==> config.mk <==
export PLATFORM = sky130hd
export DESIGN_NAME = maindec_mc
export DESIGN_NICKNAME = d
export VERILOG_FILES = /design/src/rtl/maindec_mc.sv
export SDC_FILE = /design/constraint.sdc
export NUM_CORES = 1
export LEC_CHECK = 0
export ABC_CLOCK_PERIOD_IN_PS = 1700
export BUFFER_PORTS_ARGS = -buffer_cell sky130_fd_sc_hd__buf_4
export CAP_MARGIN = 20
export CORE_MARGIN = 1
export CORE_UTILIZATION = 47
export DETAILED_ROUTE_END_ITERATION = 16
export PLACE_DENSITY = 0.78
export SETUP_SLACK_MARGIN = 0.02
export SKIP_LAST_GASP = 1
export SLEW_MARGIN = 25
export SYNTH_ARGS = -nofsm -noshare
export SYNTH_HDL_FRONTEND = slang
export SYNTH_SLANG_ARGS = --single-unit
==> constraint.sdc <==
create_clock -name clk -period 1.7 [get_ports clk]
set_input_delay 0.255 -clock clk [delete_from_list [all_inputs] [get_ports clk]]
set_output_delay 0.255 -clock clk [all_outputs]
set_load 0.02 [all_outputs]
==> src/rtl/maindec_mc.sv <==
// Multi-cycle LEGv8 main decoder: FETCH/DECODE/EXEC/MEM/WB sequencing with
// memory wait states, ERET, and exception entry for invalid opcodes and IRQs.
module maindec_mc #(
  parameter int OP_W     = 11,
  parameter int MEM_WAIT = 0,
  parameter int IRQ_EN   = 1,
  parameter int ES_W     = 4
) (
  input  logic            clk,
  input  logic            reset,
  input  logic [OP_W-1:0] Op,
  input  logic            ExtIRQ,
  output logic            IRWrite,
  output logic            PCWrite,
  output logic            Reg2Loc,
  output logic            ALUSrc,
  output logic            MemtoReg,
  output logic            RegWrite,
  output logic            MemRead,
  output logic            MemWrite,
  output logic            Branch,
  output logic [1:0]      ALUOp,
  output logic            ERet,
  output logic            Exc,
  output logic [ES_W-1:0] EStatus,
  output logic            Busy
);

  typedef enum logic [2:0] {S_FETCH, S_DECODE, S_EXEC, S_MEM, S_WB, S_EXC} state_t;
  typedef enum logic [2:0] {C_R, C_LDUR, C_STUR, C_CBZ, C_ERET, C_INV} cls_t;
  typedef struct packed {
    cls_t       cls;
    logic       r2l;
    logic       alusrc;
    logic       mtr;
    logic [1:0] aluop;
  } dec_t;

  localparam logic [3:0] MW = MEM_WAIT[3:0];

  state_t          state_q, state_d;
  logic [3:0]      cnt_q, cnt_d;
  dec_t            dec_q, dec_d, dec_new;
  logic [ES_W-1:0] es_q, es_d;
  logic [10:0]     op11;
  logic            end_x;
  logic irw, pcw, rw, mr, mw, br, er, exc;

  assign op11 = Op[OP_W-1 -: 11];

  always_comb begin
    dec_new     = '0;
    dec_new.cls = C_INV;
    if (op11 == 11'b11111000010) begin
      dec_new = '{cls: C_LDUR, r2l: 1'b0, alusrc: 1'b1, mtr: 1'b1, aluop: 2'b00};
    end else if (op11 == 11'b11111000000) begin
      dec_new = '{cls: C_STUR, r2l: 1'b1, alusrc: 1'b1, mtr: 1'b0, aluop: 2'b00};
    end else if (op11[10:3] == 8'b10110100) begin
      dec_new = '{cls: C_CBZ, r2l: 1'b1, alusrc: 1'b0, mtr: 1'b0, aluop: 2'b01};
    end else if (op11 == 11'b10001011000 || op11 == 11'b11001011000 ||
                 op11 == 11'b10001010000 || op11 == 11'b10101010000) begin
      dec_new = '{cls: C_R, r2l: 1'b0, alusrc: 1'b0, mtr: 1'b0, aluop: 2'b10};
    end else if (op11 == 11'b11010110100) begin
      dec_new = '{cls: C_ERET, r2l: 1'b0, alusrc: 1'b0, mtr: 1'b0, aluop: 2'b00};
    end
  end

  always_comb begin
    state_d = state_q;
    cnt_d   = cnt_q;
    dec_d   = dec_q;
    es_d    = es_q;
    end_x   = 1'b0;
    irw = 1'b0; pcw = 1'b0; rw = 1'b0; mr = 1'b0;
    mw  = 1'b0; br  = 1'b0; er = 1'b0; exc = 1'b0;
    case (state_q)
      S_FETCH: begin
        irw = 1'b1; pcw = 1'b1;
        state_d = S_DECODE;
      end
      S_DECODE: begin
        dec_d = dec_new;
        if (dec_new.cls == C_INV) begin
          state_d = S_EXC;
          es_d    = ES_W'(1);
        end else begin
          state_d = S_EXEC;
        end
      end
      S_EXEC: begin
        case (dec_q.cls)
          C_R:            state_d = S_WB;
          C_LDUR, C_STUR: state_d = S_MEM;
          C_CBZ:  begin br = 1'b1; end_x = 1'b1; end
          C_ERET: begin er = 1'b1; pcw = 1'b1; end_x = 1'b1; end
          default:        state_d = S_FETCH;
        endcase
      end
      S_MEM: begin
        mr = (dec_q.cls == C_LDUR);
        mw = (dec_q.cls == C_STUR);
        if (cnt_q < MW) begin
          cnt_d = cnt_q + 4'd1;
        end else begin
          cnt_d = 4'd0;
          if (dec_q.cls == C_LDUR) state_d = S_WB;
          else                     end_x = 1'b1;
        end
      end
      S_WB: begin
        rw = 1'b1; end_x = 1'b1;
      end
      S_EXC: begin
        exc = 1'b1; pcw = 1'b1;
        state_d = S_FETCH;
      end
      default: state_d = S_FETCH;
    endcase
    // Instruction completion: IRQ entry takes one extra EXC cycle.
    if (end_x) begin
      if (IRQ_EN != 0 && ExtIRQ) begin
        state_d = S_EXC;
        es_d    = ES_W'(2);
      end else begin
        state_d = S_FETCH;
      end
    end
  end

  always_ff @(posedge clk) begin
    if (reset) begin
      state_q <= S_FETCH;
      cnt_q   <= 4'd0;
      dec_q   <= '0;
      es_q    <= '0;
    end else begin
      state_q <= state_d;
      cnt_q   <= cnt_d;
      dec_q   <= dec_d;
      es_q    <= es_d;
    end
  end

  assign IRWrite  = irw & ~reset;
  assign PCWrite  = pcw & ~reset;
  assign RegWrite = rw  & ~reset;
  assign MemRead  = mr  & ~reset;
  assign MemWrite = mw  & ~reset;
  assign Branch   = br  & ~reset;
  assign ERet     = er  & ~reset;
  assign Exc      = exc & ~reset;
  assign Busy     = (state_q != S_FETCH) & ~reset;
  assign Reg2Loc  = dec_q.r2l;
  assign ALUSrc   = dec_q.alusrc;
  assign MemtoReg = dec_q.mtr;
  assign ALUOp    = dec_q.aluop;
  assign EStatus  = es_q;

endmodule

==> results.py <==
metrics = {
    "floorplanning": {
        "core_area_um2": 1730,
        "die_h_um": 44.9,
        "design.portCount": 32,
        "start_util": 0.501,
        "rows": 15,
        "die_w_um": 44.9,
        "die_area_um2": 2020,
    },
    "yosys": {
        "synth.top_cell.area_share": 0.324,
        "ys_types": 41,
        "yosysSeqAreaShare": 0.324,
        "syn_area_per_cell_um2": 8.31,
        "synthCells": 104,
        "syn_nets": 118,
        "yosys_register_bits": 14,
        "yosys-top-cells-area": "dfxtp_1 (32%), a21oi_1 (5.2%), nand2_1 (4.3%), nand4bb_1 (3.9%), nor3_1 (3.5%)",
        "synth_area_um2": 865,
        "yosys_warnings": 0,
        "yosys.area.top_type": "dfxtp_1",
    },
    "placed_design": {
        "port_buffers": 31,
        "dp_hpwl_um": 1620,
        "dp_slack_ns": -0.00830,
        "post-place-cells": 162,
        "gp_congestion": 0.861,
    },
    "routing": {
        "wire_per_inst_um": 12.3,
        "ant_nets": 0,
        "route.detailed.drc": 0,
        "drt_wl_total_um": 2050,
        "vias": 869,
        "via_per_inst": 5.23,
        "initialDrtViolationCount": 8,
        "drt-pass1-iter-count": 4,
    },
    "clock_network": {
        "htree_levels": 1,
        "clk_latency_ns": 0.29,
        "path_clk_slew_ns": 0.10,
        "numCtsBuffers": 3,
        "tritoncts": "built",
        "clock_path_buffers": 2,
        "cts_sinks": 14,
        "clockRootBuffer": "clkbuf_4",
    },
    "cells_and_area": {
        "final_common_cell": "buf_4",
        "diodes": 0,
        "drive_gt1_frac": 0.447,
        "syn2layout_area_growth_pct": 44.6,
        "fin_util": 0.724,
        "stdcell_count": 166,
        "layout.nets": 156,
        "layout.cells.most_common_list": "buf_4 (36), dfxtp_1 (10), nand2_1 (10), a21oi_1 (9), nor2_1 (7)",
    },
    "global_route": {
        "antenna_found_initial": 0,
        "grt.overflow.total": 0,
        "grt_max_degree": 18,
        "first_global_vias": 804,
        "grt_first_pass_wirelength_um": 3390,
        "grt_use_total": 0.229,
    },
    "sta": {
        "setup_viol": 4,
        "slew_headroom": 0.776,
        "finalCritPeriodShare": 1.16,
        "slew_violations": 0,
        "finalHoldViolCount": 0,
        "skew_ns": 0.00829,
        "rsz0062_at_grt": "yes",
        "finalCriticalPeriod_ns": 1.98,
        "fin_setup_tns_ns": -0.712,
        "worst_pin_slew_ns": 0.332,
        "fmax_ghz": 0.506,
        "setup_ws_ns": -0.277,
    },
    "worst_setup_path": {
        "arrival_ns": 1.72,
        "crit_required_ns": 1.44,
        "crit_slowest_cell": "or4b_4",
        "cp_max_fo": 2,
        "crit_type": "reg2out",
        "cp-end-kind": "output pin",
        "slowest_delay_ns": 0.51,
        "crit_path_cell_trace": "or4b_4, or2_4, nor3b_4, buf_6",
        "start_kind": "flop",
    },
    "status": {
        "outcome": "complete, but fails checks",
        "violations": "setup timing",
    },
    "flow_run": {
        "cap_violations": 0,
    },
    "worst_hold_path": {
        "hp-class": "in2reg",
    },
    "pwr": {
        "ir_worst_vdd_v": 0.000805,
        "leakage_nw": 0.535,
        "powerDensity_nw_per_um2": 1180,
    },
}
[worst paths after layout]
kind,end,start,slack [ns],cells after the start
worst max register to register,state_q[2]$_SDFFE_PP0P_,state_q[2]$_SDFFE_PP0P_,0.19,4
worst min-delay path,MemtoReg$_SDFFE_PP0P_,Op[1],0.24,3
worst max-delay path,MemWrite,state_q[2]$_SDFFE_PP0P_,-0.28,4
worst min register to register,EStatus[0]$_SDFF_PP0_,EStatus[0]$_SDFF_PP0_,0.46,2
[registers in the layout (all words and copies together) (netlist names)]
name	count
ALUOp	2
ALUSrc	1
EStatus	4
MemtoReg	1
dec_q	3
state_q	3
[cells in the mapped netlist]
cell type	number
dfxtp_1	14
nand2_1	10
a21oi_1	9
nor2_1	7
nor3_1	6
and3_1	4
clkbuf_1	4
or3_1	4
buf_4	3
nand4bb_1	3
o21ai_0	3
inv_1	2
nand2b_1	2
nand3_1	2
nor2b_1	2
nor3b_2	2
nor4_1	2
or2_4	2
a211oi_1	1
a21boi_0	1
a31oi_1	1
and4b_1	1
buf_6	1
inv_4	1
mux2_1	1
mux2i_1	1
nand2b_2	1
nand3b_1	1
nand4b_1	1
nor3_4	1
o2111ai_1	1
o211ai_1	1
o211ai_2	1
o21ai_2	1
o21bai_1	1
o32a_1	1
or2_1	1
or4_1	1
or4b_4	1
xnor2_1	1
xor2_1	1
[layer usage]
layer  vias to the layer above  GRT usage  wire (um)
met5                         -          0          0
met4                         0     0.0970          6
met3                         2     0.0440         61
met2                        18      0.371       1040
met1                       400      0.300        943
li1                        449          -          -
[metrics by stage]
| step | instance area [um^2] | total power [mW] | hold slack [ns] |
|---|---|---|---|
| CTS | 1240 | 1.47 | 0.238 |
| floorplan | 888 | 0.965 | 0.403 |
| global route | 1250 | 1.58 | 0.248 |
| finish | 1250 | 1.47 | 0.238 |
| global placement | 1170 | 1.18 | 0.445 |
| detailed placement | 1170 | 1.20 | 0.459 |
[cells by family after synthesis]
kind of cell,Yosys count,share of synthesized area
and+or+nand+nor,54,0.401
xor gates and xnor gates,2,0.0203
AOI/OAI and AO/OA,21,0.158
muxes,2,0.0246
buffers and inverters,11,0.0724
DFF,14,0.324
[repair_timing]
| action | 4_1_cts | 5_1_grt |
|---|---|---|
| resized for setup | 10 | 2 |
| pin swaps | 5 | 1 |
| setup buffers | 1 | 0 |
| hold buffers | 0 | 0 |
| endpoints found under the setup margin | 4 | 5 |
[power by group]
group          internal [mW]  switching (mW)  total (mW)
combinational          0.362           0.414       0.777
sequential             0.396          0.0537       0.449
clock                  0.130           0.118       0.248
[layout make-up]
class | count | area (um^2)
fill | 143 | 477
sequential | 14 | 285
clock buffer | 4 | 36.3
multi-input combinational | 79 | 553
timing repair buffer | 41 | 330
inverter | 3 | 13.8
tap | 25 | 31.3
[worst max-delay path, delay by kind of cell, from the launching register on]
kind,cells,cell delay [ns]
AND/OR/NAND/NOR,3,0.98
buffers and inverters,1,0.14
flip-flops,1,0.33
Power figures use the tool's default switching activity.
